<file path="src/rtl/aes128_pkg.sv">
// Shared types and constants for the AES-128 CBC controller.
// The iterative core clears its ready flags one cycle after a request; the guard covers that gap.
package aes128_pkg;

   localparam int AES_BLK_W = 128;
   localparam int GUARD_W   = 2;
   localparam logic [GUARD_W-1:0] CORE_GUARD = GUARD_W'(2);

   typedef logic [AES_BLK_W-1:0] blk_t;

   typedef enum logic [2:0] {
      ST_IDLE,
      ST_KEY_REQ,
      ST_KEY_WAIT,
      ST_READY,
      ST_LOAD,
      ST_BUSY,
      ST_OUT
   } cbc_state_e;

endpackage

</file>
<file path="src/rtl/cbc_chain.sv">
// CBC chaining datapath: pre-XOR into the core, post-XOR out of it,
// and the next value of the chaining register.
module cbc_chain
   import aes128_pkg::*;
(
   input  logic enc_i,
   input  blk_t blk_i,
   input  blk_t chain_i,
   input  blk_t cin_i,
   input  blk_t iv_i,
   input  blk_t core_out_i,
   input  logic ld_iv_i,
   input  logic upd_i,
   output blk_t core_in_o,
   output blk_t result_o,
   output blk_t chain_o
);

   // Encrypt XORs before the core, decrypt XORs after it.
   assign core_in_o = enc_i ? (blk_i ^ chain_i) : blk_i;
   assign result_o  = enc_i ? core_out_i : (core_out_i ^ chain_i);

   always_comb begin
      chain_o = chain_i;
      if (ld_iv_i) begin
         chain_o = iv_i;
      end else if (upd_i) begin
         // Next chaining value is always the ciphertext of this block.
         chain_o = enc_i ? core_out_i : cin_i;
      end
   end

endmodule

</file>
<file path="src/rtl/aes128_cbc_ctrl.sv">
// CBC-mode sequencer driving one iterative aes128 core through its
// key-reset / load / ready handshake, with valid/ready block streams.
module aes128_cbc_ctrl
   import aes128_pkg::*;
(
   input  logic                 clk_i,
   input  logic                 rst_ni,
   input  logic                 start_i,
   input  logic [AES_BLK_W-1:0] key_i,
   input  logic [AES_BLK_W-1:0] iv_i,
   input  logic                 enc_or_dec_i,
   output logic                 cfg_done_o,
   input  logic                 in_valid_i,
   output logic                 in_ready_o,
   input  logic [AES_BLK_W-1:0] in_data_i,
   input  logic                 in_last_i,
   output logic                 out_valid_o,
   input  logic                 out_ready_i,
   output logic [AES_BLK_W-1:0] out_data_o,
   output logic                 out_last_o,
   output logic                 core_reset_key_o,
   output logic [AES_BLK_W-1:0] core_key_o,
   output logic                 core_load_data_o,
   output logic [AES_BLK_W-1:0] core_data_o,
   output logic                 core_enc_or_dec_o,
   input  logic [AES_BLK_W-1:0] core_data_i,
   input  logic                 core_key_ready_i,
   input  logic                 core_ready_i
);

   cbc_state_e         state_q, state_d;
   blk_t               key_q, key_d;
   blk_t               iv_q, iv_d;
   logic               mode_q, mode_d;
   blk_t               chain_q, chain_d;
   blk_t               cin_q, cin_d;
   logic               last_q, last_d;
   blk_t               out_q, out_d;
   blk_t               cdata_q, cdata_d;
   logic               cfg_done_q, cfg_done_d;
   logic [GUARD_W-1:0] guard_q, guard_d;

   logic chain_ld_iv, chain_upd;
   blk_t core_in, result;

   cbc_chain u_chain (
      .enc_i      (mode_q),
      .blk_i      (in_data_i),
      .chain_i    (chain_q),
      .cin_i      (cin_q),
      .iv_i       (iv_q),
      .core_out_i (core_data_i),
      .ld_iv_i    (chain_ld_iv),
      .upd_i      (chain_upd),
      .core_in_o  (core_in),
      .result_o   (result),
      .chain_o    (chain_d)
   );

   always_ff @(posedge clk_i or negedge rst_ni) begin
      if (!rst_ni) begin
         state_q    <= ST_IDLE;
         key_q      <= '0;
         iv_q       <= '0;
         mode_q     <= 1'b0;
         chain_q    <= '0;
         cin_q      <= '0;
         last_q     <= 1'b0;
         out_q      <= '0;
         cdata_q    <= '0;
         cfg_done_q <= 1'b0;
         guard_q    <= '0;
      end else begin
         state_q    <= state_d;
         key_q      <= key_d;
         iv_q       <= iv_d;
         mode_q     <= mode_d;
         chain_q    <= chain_d;
         cin_q      <= cin_d;
         last_q     <= last_d;
         out_q      <= out_d;
         cdata_q    <= cdata_d;
         cfg_done_q <= cfg_done_d;
         guard_q    <= guard_d;
      end
   end

   always_comb begin
      state_d     = state_q;
      key_d       = key_q;
      iv_d        = iv_q;
      mode_d      = mode_q;
      cin_d       = cin_q;
      last_d      = last_q;
      out_d       = out_q;
      cdata_d     = cdata_q;
      cfg_done_d  = cfg_done_q;
      guard_d     = guard_q;
      chain_ld_iv = 1'b0;
      chain_upd   = 1'b0;

      if (start_i) begin
         // Abort whatever is in flight and re-key with the new configuration.
         key_d      = key_i;
         iv_d       = iv_i;
         mode_d     = enc_or_dec_i;
         cfg_done_d = 1'b0;
         state_d    = ST_KEY_REQ;
      end else begin
         unique case (state_q)
            ST_IDLE: ;
            ST_KEY_REQ: begin
               guard_d = CORE_GUARD;
               state_d = ST_KEY_WAIT;
            end
            ST_KEY_WAIT: begin
               if (guard_q != '0) begin
                  guard_d = guard_q - GUARD_W'(1);
               end else if (core_key_ready_i) begin
                  cfg_done_d  = 1'b1;
                  chain_ld_iv = 1'b1;
                  state_d     = ST_READY;
               end
            end
            ST_READY: begin
               if (in_valid_i) begin
                  cdata_d = core_in;
                  if (!mode_q) cin_d = in_data_i;
                  last_d  = in_last_i;
                  state_d = ST_LOAD;
               end
            end
            ST_LOAD: begin
               guard_d = CORE_GUARD;
               state_d = ST_BUSY;
            end
            ST_BUSY: begin
               if (guard_q != '0) begin
                  guard_d = guard_q - GUARD_W'(1);
               end else if (core_ready_i) begin
                  out_d     = result;
                  chain_upd = 1'b1;
                  state_d   = ST_OUT;
               end
            end
            ST_OUT: begin
               if (out_ready_i) begin
                  // A finished message restarts chaining from the IV.
                  chain_ld_iv = last_q;
                  state_d     = ST_READY;
               end
            end
            default: state_d = ST_IDLE;
         endcase
      end
   end

   assign cfg_done_o        = cfg_done_q;
   assign in_ready_o        = (state_q == ST_READY) && !start_i;
   assign out_valid_o       = (state_q == ST_OUT);
   assign out_data_o        = out_q;
   assign out_last_o        = (state_q == ST_OUT) && last_q;
   assign core_reset_key_o  = (state_q == ST_KEY_REQ);
   assign core_load_data_o  = (state_q == ST_LOAD);
   assign core_key_o        = key_q;
   assign core_data_o       = cdata_q;
   assign core_enc_or_dec_o = mode_q;

endmodule

</file>
<file path="config.mk">
export PLATFORM = sky130hd
export DESIGN_NAME = aes128_cbc_ctrl
export DESIGN_NICKNAME = d
export VERILOG_FILES = /design/src/rtl/aes128_pkg.sv /design/src/rtl/cbc_chain.sv /design/src/rtl/aes128_cbc_ctrl.sv
export SDC_FILE = /design/constraint.sdc
export NUM_CORES = 1
export LEC_CHECK = 0
export ABC_AREA = 1
export CAP_MARGIN = 25
export CORE_AREA = 2 2 360 362
export CTS_BUF_LIST = sky130_fd_sc_hd__clkbuf_16
export DETAILED_ROUTE_END_ITERATION = 6
export DIE_AREA = 0 0 362 364
export PLACE_DENSITY_LB_ADDON = 0.1
export SLEW_MARGIN = 10
export SYNTH_ARGS = -nofsm -noshare
export SYNTH_HDL_FRONTEND = slang
export SYNTH_SLANG_ARGS = --single-unit
</file>
<file path="constraint.sdc">
create_clock -name clk_i -period 1.5 [get_ports clk_i]
set_input_delay 0.225 -clock clk_i [delete_from_list [all_inputs] [get_ports clk_i]]
set_output_delay 0.225 -clock clk_i [all_outputs]
set_load 0.01 [all_outputs]
</file>
==> results <==
## cell usage after synthesis
master    number  area share, %
buf_2        136            1.9
nor2_4         2          0.063
buf_4         14           0.30
o21ai_0      341            4.8
o21ai_2        4          0.098
dfrtp_1      776             55
inv_2          4          0.042
o211ai_1     128            2.7
nand2_4        1          0.032
nand2_2        1          0.018
buf_1          9          0.095
nand3_1      268            3.8
inv_4          1          0.018
xor2_1       256            6.3
nor3_1         2          0.028
inv_1        268            2.8
o21ai_1      170            2.4
ha_1           1          0.035
nand3_2        2          0.056
a21oi_1        4          0.056
clkbuf_1     102            1.1
buf_6         25           0.79
nand4_1        5          0.088
nor2_1        16           0.17
nand2_1     1692             18
nor2_2         1          0.018
## worst paths after layout
| kind | start | endpoint | cells after the start |
|---|---|---|---|
| max | state_q[0] | chain_q[39] | 10 |
| min | start_i | iv_q[8] | 4 |
| max reg2reg | state_q[0] | chain_q[39] | 10 |
| min reg2reg | core_key_o[56] | core_key_o[56] | 2 |
| max in group asynchronous | rst_ni | out_data_o[64] | 3 |
| min in group asynchronous | rst_ni | chain_q[73] | 3 |
## area by class of cell
type | instances | area, um^2 | share of cell area, %
inverter | 273 | 1070 | 2.03
timing repair inverter | 1 | 20.0 | 0.0379
timing repair buffer | 1229 | 12300 | 23.3
tap | 1675 | 2100 | 3.96
antenna | 18 | 45.0 | 0.0852
clock inverter | 74 | 616 | 1.16
sequential | 776 | 19400 | 36.7
clock buffer | 98 | 2450 | 4.64
multi-input combinational | 2899 | 14800 | 28.0
## power breakdown
| part | switching (mW) | internal [mW] |
|---|---|---|
| combinational | 13.6 | 11.4 |
| clock | 9.70 | 13.3 |
| sequential | 4.43 | 27.9 |
| total | 27.7 | 52.6 |
## sequential cells by signal, indices dropped and copies added, names as in the netlist
register / cells
last_q: 1
cin_q: 128
core_enc_or_dec_o: 1
guard_q: 2
iv_q: 128
cfg_done_o: 1
core_data_o: 128
out_data_o: 128
core_key_o: 128
state_q: 3
chain_q: 128
## per-stage QoR
stage	setup TNS, ps	hold slack [ps]	cell area (um^2)
global route	-173170	55.1	52900
finish	-124810	65.9	52900
CTS	-135080	14.9	50800
floorplan	0	-70.6	35700
detailed placement	-150400	125	47800
global placement	-134920	125	47800
## per-layer routing
layer | up-vias | wire length [um] | GRT usage, %
li1 | 15500 | - | -
met1 | 15400 | 65800 | 27.8
met2 | 818 | 75500 | 37.5
met3 | 192 | 9780 | 5.61
met4 | 52 | 3160 | 5.96
met5 | - | 326 | 0
## worst min-delay path: stages
cell,delay (ps)
buf_8,120
buf_4,200
nand2_1,70
o21ai_0,70
## placed cells by master (no fill, tap or decap), drive strengths merged
master / netlist / routed
nand2: 1694 / 1699
dfrtp: 776 / 776
buf: 184 / 679
clkdlybuf4s50: 0 / 518
o21ai: 515 / 515
inv: 273 / 300
nand3: 270 / 270
xor2: 256 / 256
o211ai: 128 / 128
clkbuf: 102 / 123
clkinv: 0 / 37
nor2: 19 / 19
diode: 0 / 18
bufinv: 0 / 9
nand4: 5 / 5
bufbuf: 0 / 5
a21oi: 4 / 4
nor3: 2 / 2
clkinvlp: 0 / 2
dlygate4sd3: 0 / 2
ha: 1 / 1
## cell families (layout without fill, tap and decap cells)
| kind of cell | after synthesis | after routing |
|---|---|---|
| AO/OA/AOI/OAI | 647 | 647 |
| AND/OR/NAND/NOR | 1990 | 1995 |
| XOR/XNOR | 256 | 256 |
| flip-flops | 776 | 776 |
| adder cells (fa/ha/maj) | 1 | 1 |
| buffers and inverters | 559 | 1675 |
| other | 0 | 18 |
## what timing repair did
item | 4_1_cts | 5_1_grt
gates cloned | 29 | 32
pin swaps | 10 | 71
buffers inserted | 48 | 35
hold endpoints to repair | 769 | 0
setup endpoints to repair | 898 | 571
gates resized for setup | 1724 | 299
hold buffers | 2 | 0
==> summary.md <==
| Metric | Value |
|---|---|
| Mapped Area | `35,600 um^2` |
| Final-layout fill cell count | `13.0k` |
| Worst stage delay on the critical path | `430 ps` |
| Max Cap Violations | `0` |
| CTS Sinks | `776` |
| CP Class | `reg2reg` |
| Final total power | `80.4 mW` |
| Worst-margin pin slew | `604 ps` |
| Core footprint | `128,000 um^2` |
| Die W | `362 um` |
| Dpl cells | `6,715` |
| Worst-path cell chain | `buf_12, nor2_4, nand4_1, nand2_4, buf_12, buf_12, nand2_8, clkbuf_16, nand3_1, nand2_1` |
| PortBufs | `911` |
| DIE AREA | `132,000 um^2` |
| Root Driver | `clkbuf_16` |
| TritonCTS Buffers | `96` |
| Starting Density | `27.8%` |
| Mapped Nets | `4,751` |
| Syn Area/Cell | `8.42 um^2` |
| Unrepaired setup endpoints after global routing | `yes` |
| Synth unique cells | `26` |
| Post-Layout Cell Count | `7,043` |
| Vias in the first global route | `32.2k` |
| Synth Area in Adders | `0.0351%` |
| Crit share post-route | `130%` |
| Worst VDD drop | `0.846 mV` |
| R2r setup slk | `-450 ps` |
| Cell family with most CP delay | `simple AND/OR/NAND/NOR gates` |
| Final Critical Period | `1950 ps` |
| Mux share of post-synthesis cell area | `0%` |
| GRT Resource Usage Total | `22.1%` |
| Pleak | `25.8 nW` |
| Synth Instances | `4,229` |
| Post-Synth Simple-Gate Area | `22.1%` |
| Iter 0 DRT Violations | `2,084` |
| Highest Clock Rate | `514 MHz` |
| Placer Congestion | `0.819` |
| Worst-path clk slew | `60 ps` |
| Final hold vios | `0` |
| Post-route core utilization | `41.2%` |
| Worst skew pair latency | `690 ps` |
| Post-DP HPWL | `103,000 um` |
| Layout Skew | `32.3 ps` |
| Initial DRT Pass Iterations | `5` |
| HP Class | `in2reg` |
| Maximum root-to-sink buffer count | `3` |
| Share of cells above drive strength 1 | `20.4%` |
| CP Buf/Inv Count | `4` |
| CP dominant cell by count | `buf_12` |
| CP Capture Type | `register` |
| Largest net degree at the start of global routing | `121` |
| Rows | `132` |
| Critical path's slowest cell | `dfrtp_2` |
| Power density over the cells | `1520 nW/um^2` |
| CTS tree | `built` |
| XOR/XNOR Fraction of Synth Area | `6.30%` |
| Grt total ovfl | `0` |
| Worst Setup Start Kind | `register` |
| Status | `finished, violations left` |
| Die Ht | `364 um` |
| Post-route DRC | `0` |
| FF+latch count, synth | `776` |
| DRT Wirelength | `155,000 um` |
| Largest family of logic cells by synthesized area | `simple AND/OR/NAND/NOR gates` |
| Initial antenna violation count | `45` |
| Worst rel slew slack | `59.6%` |
| Compound-Gate Fraction of Synth Area | `10.0%` |
| Wire per inst | `21.9 um` |
| Warnings from Yosys | `0` |
| Pre-CTS WS | `-419 ps` |
| First-pass GRT wire length | `218,000 um` |
| Synthesis-to-finish area growth | `48.5%` |
| Worst Path Max Fanout | `8` |
| Seq/Total Area, Yosys | `54.5%` |
| Final antenna-violating net count | `0` |
| Failing checks | `setup timing` |
| Final worst slack | `-445 ps` |
| Vias | `32.0k` |
| Via density | `4.55` |
| Final Max Tran Viols | `0` |
| CP arrival | `2510 ps` |
| WP data required | `2070 ps` |
| CTS HTree Levels | `3` |
| Final Setup Violations | `525` |
| Final net count | `5,798` |
| Ports | `912` |
No activity file was read; power rests on OpenSTA's default activity.
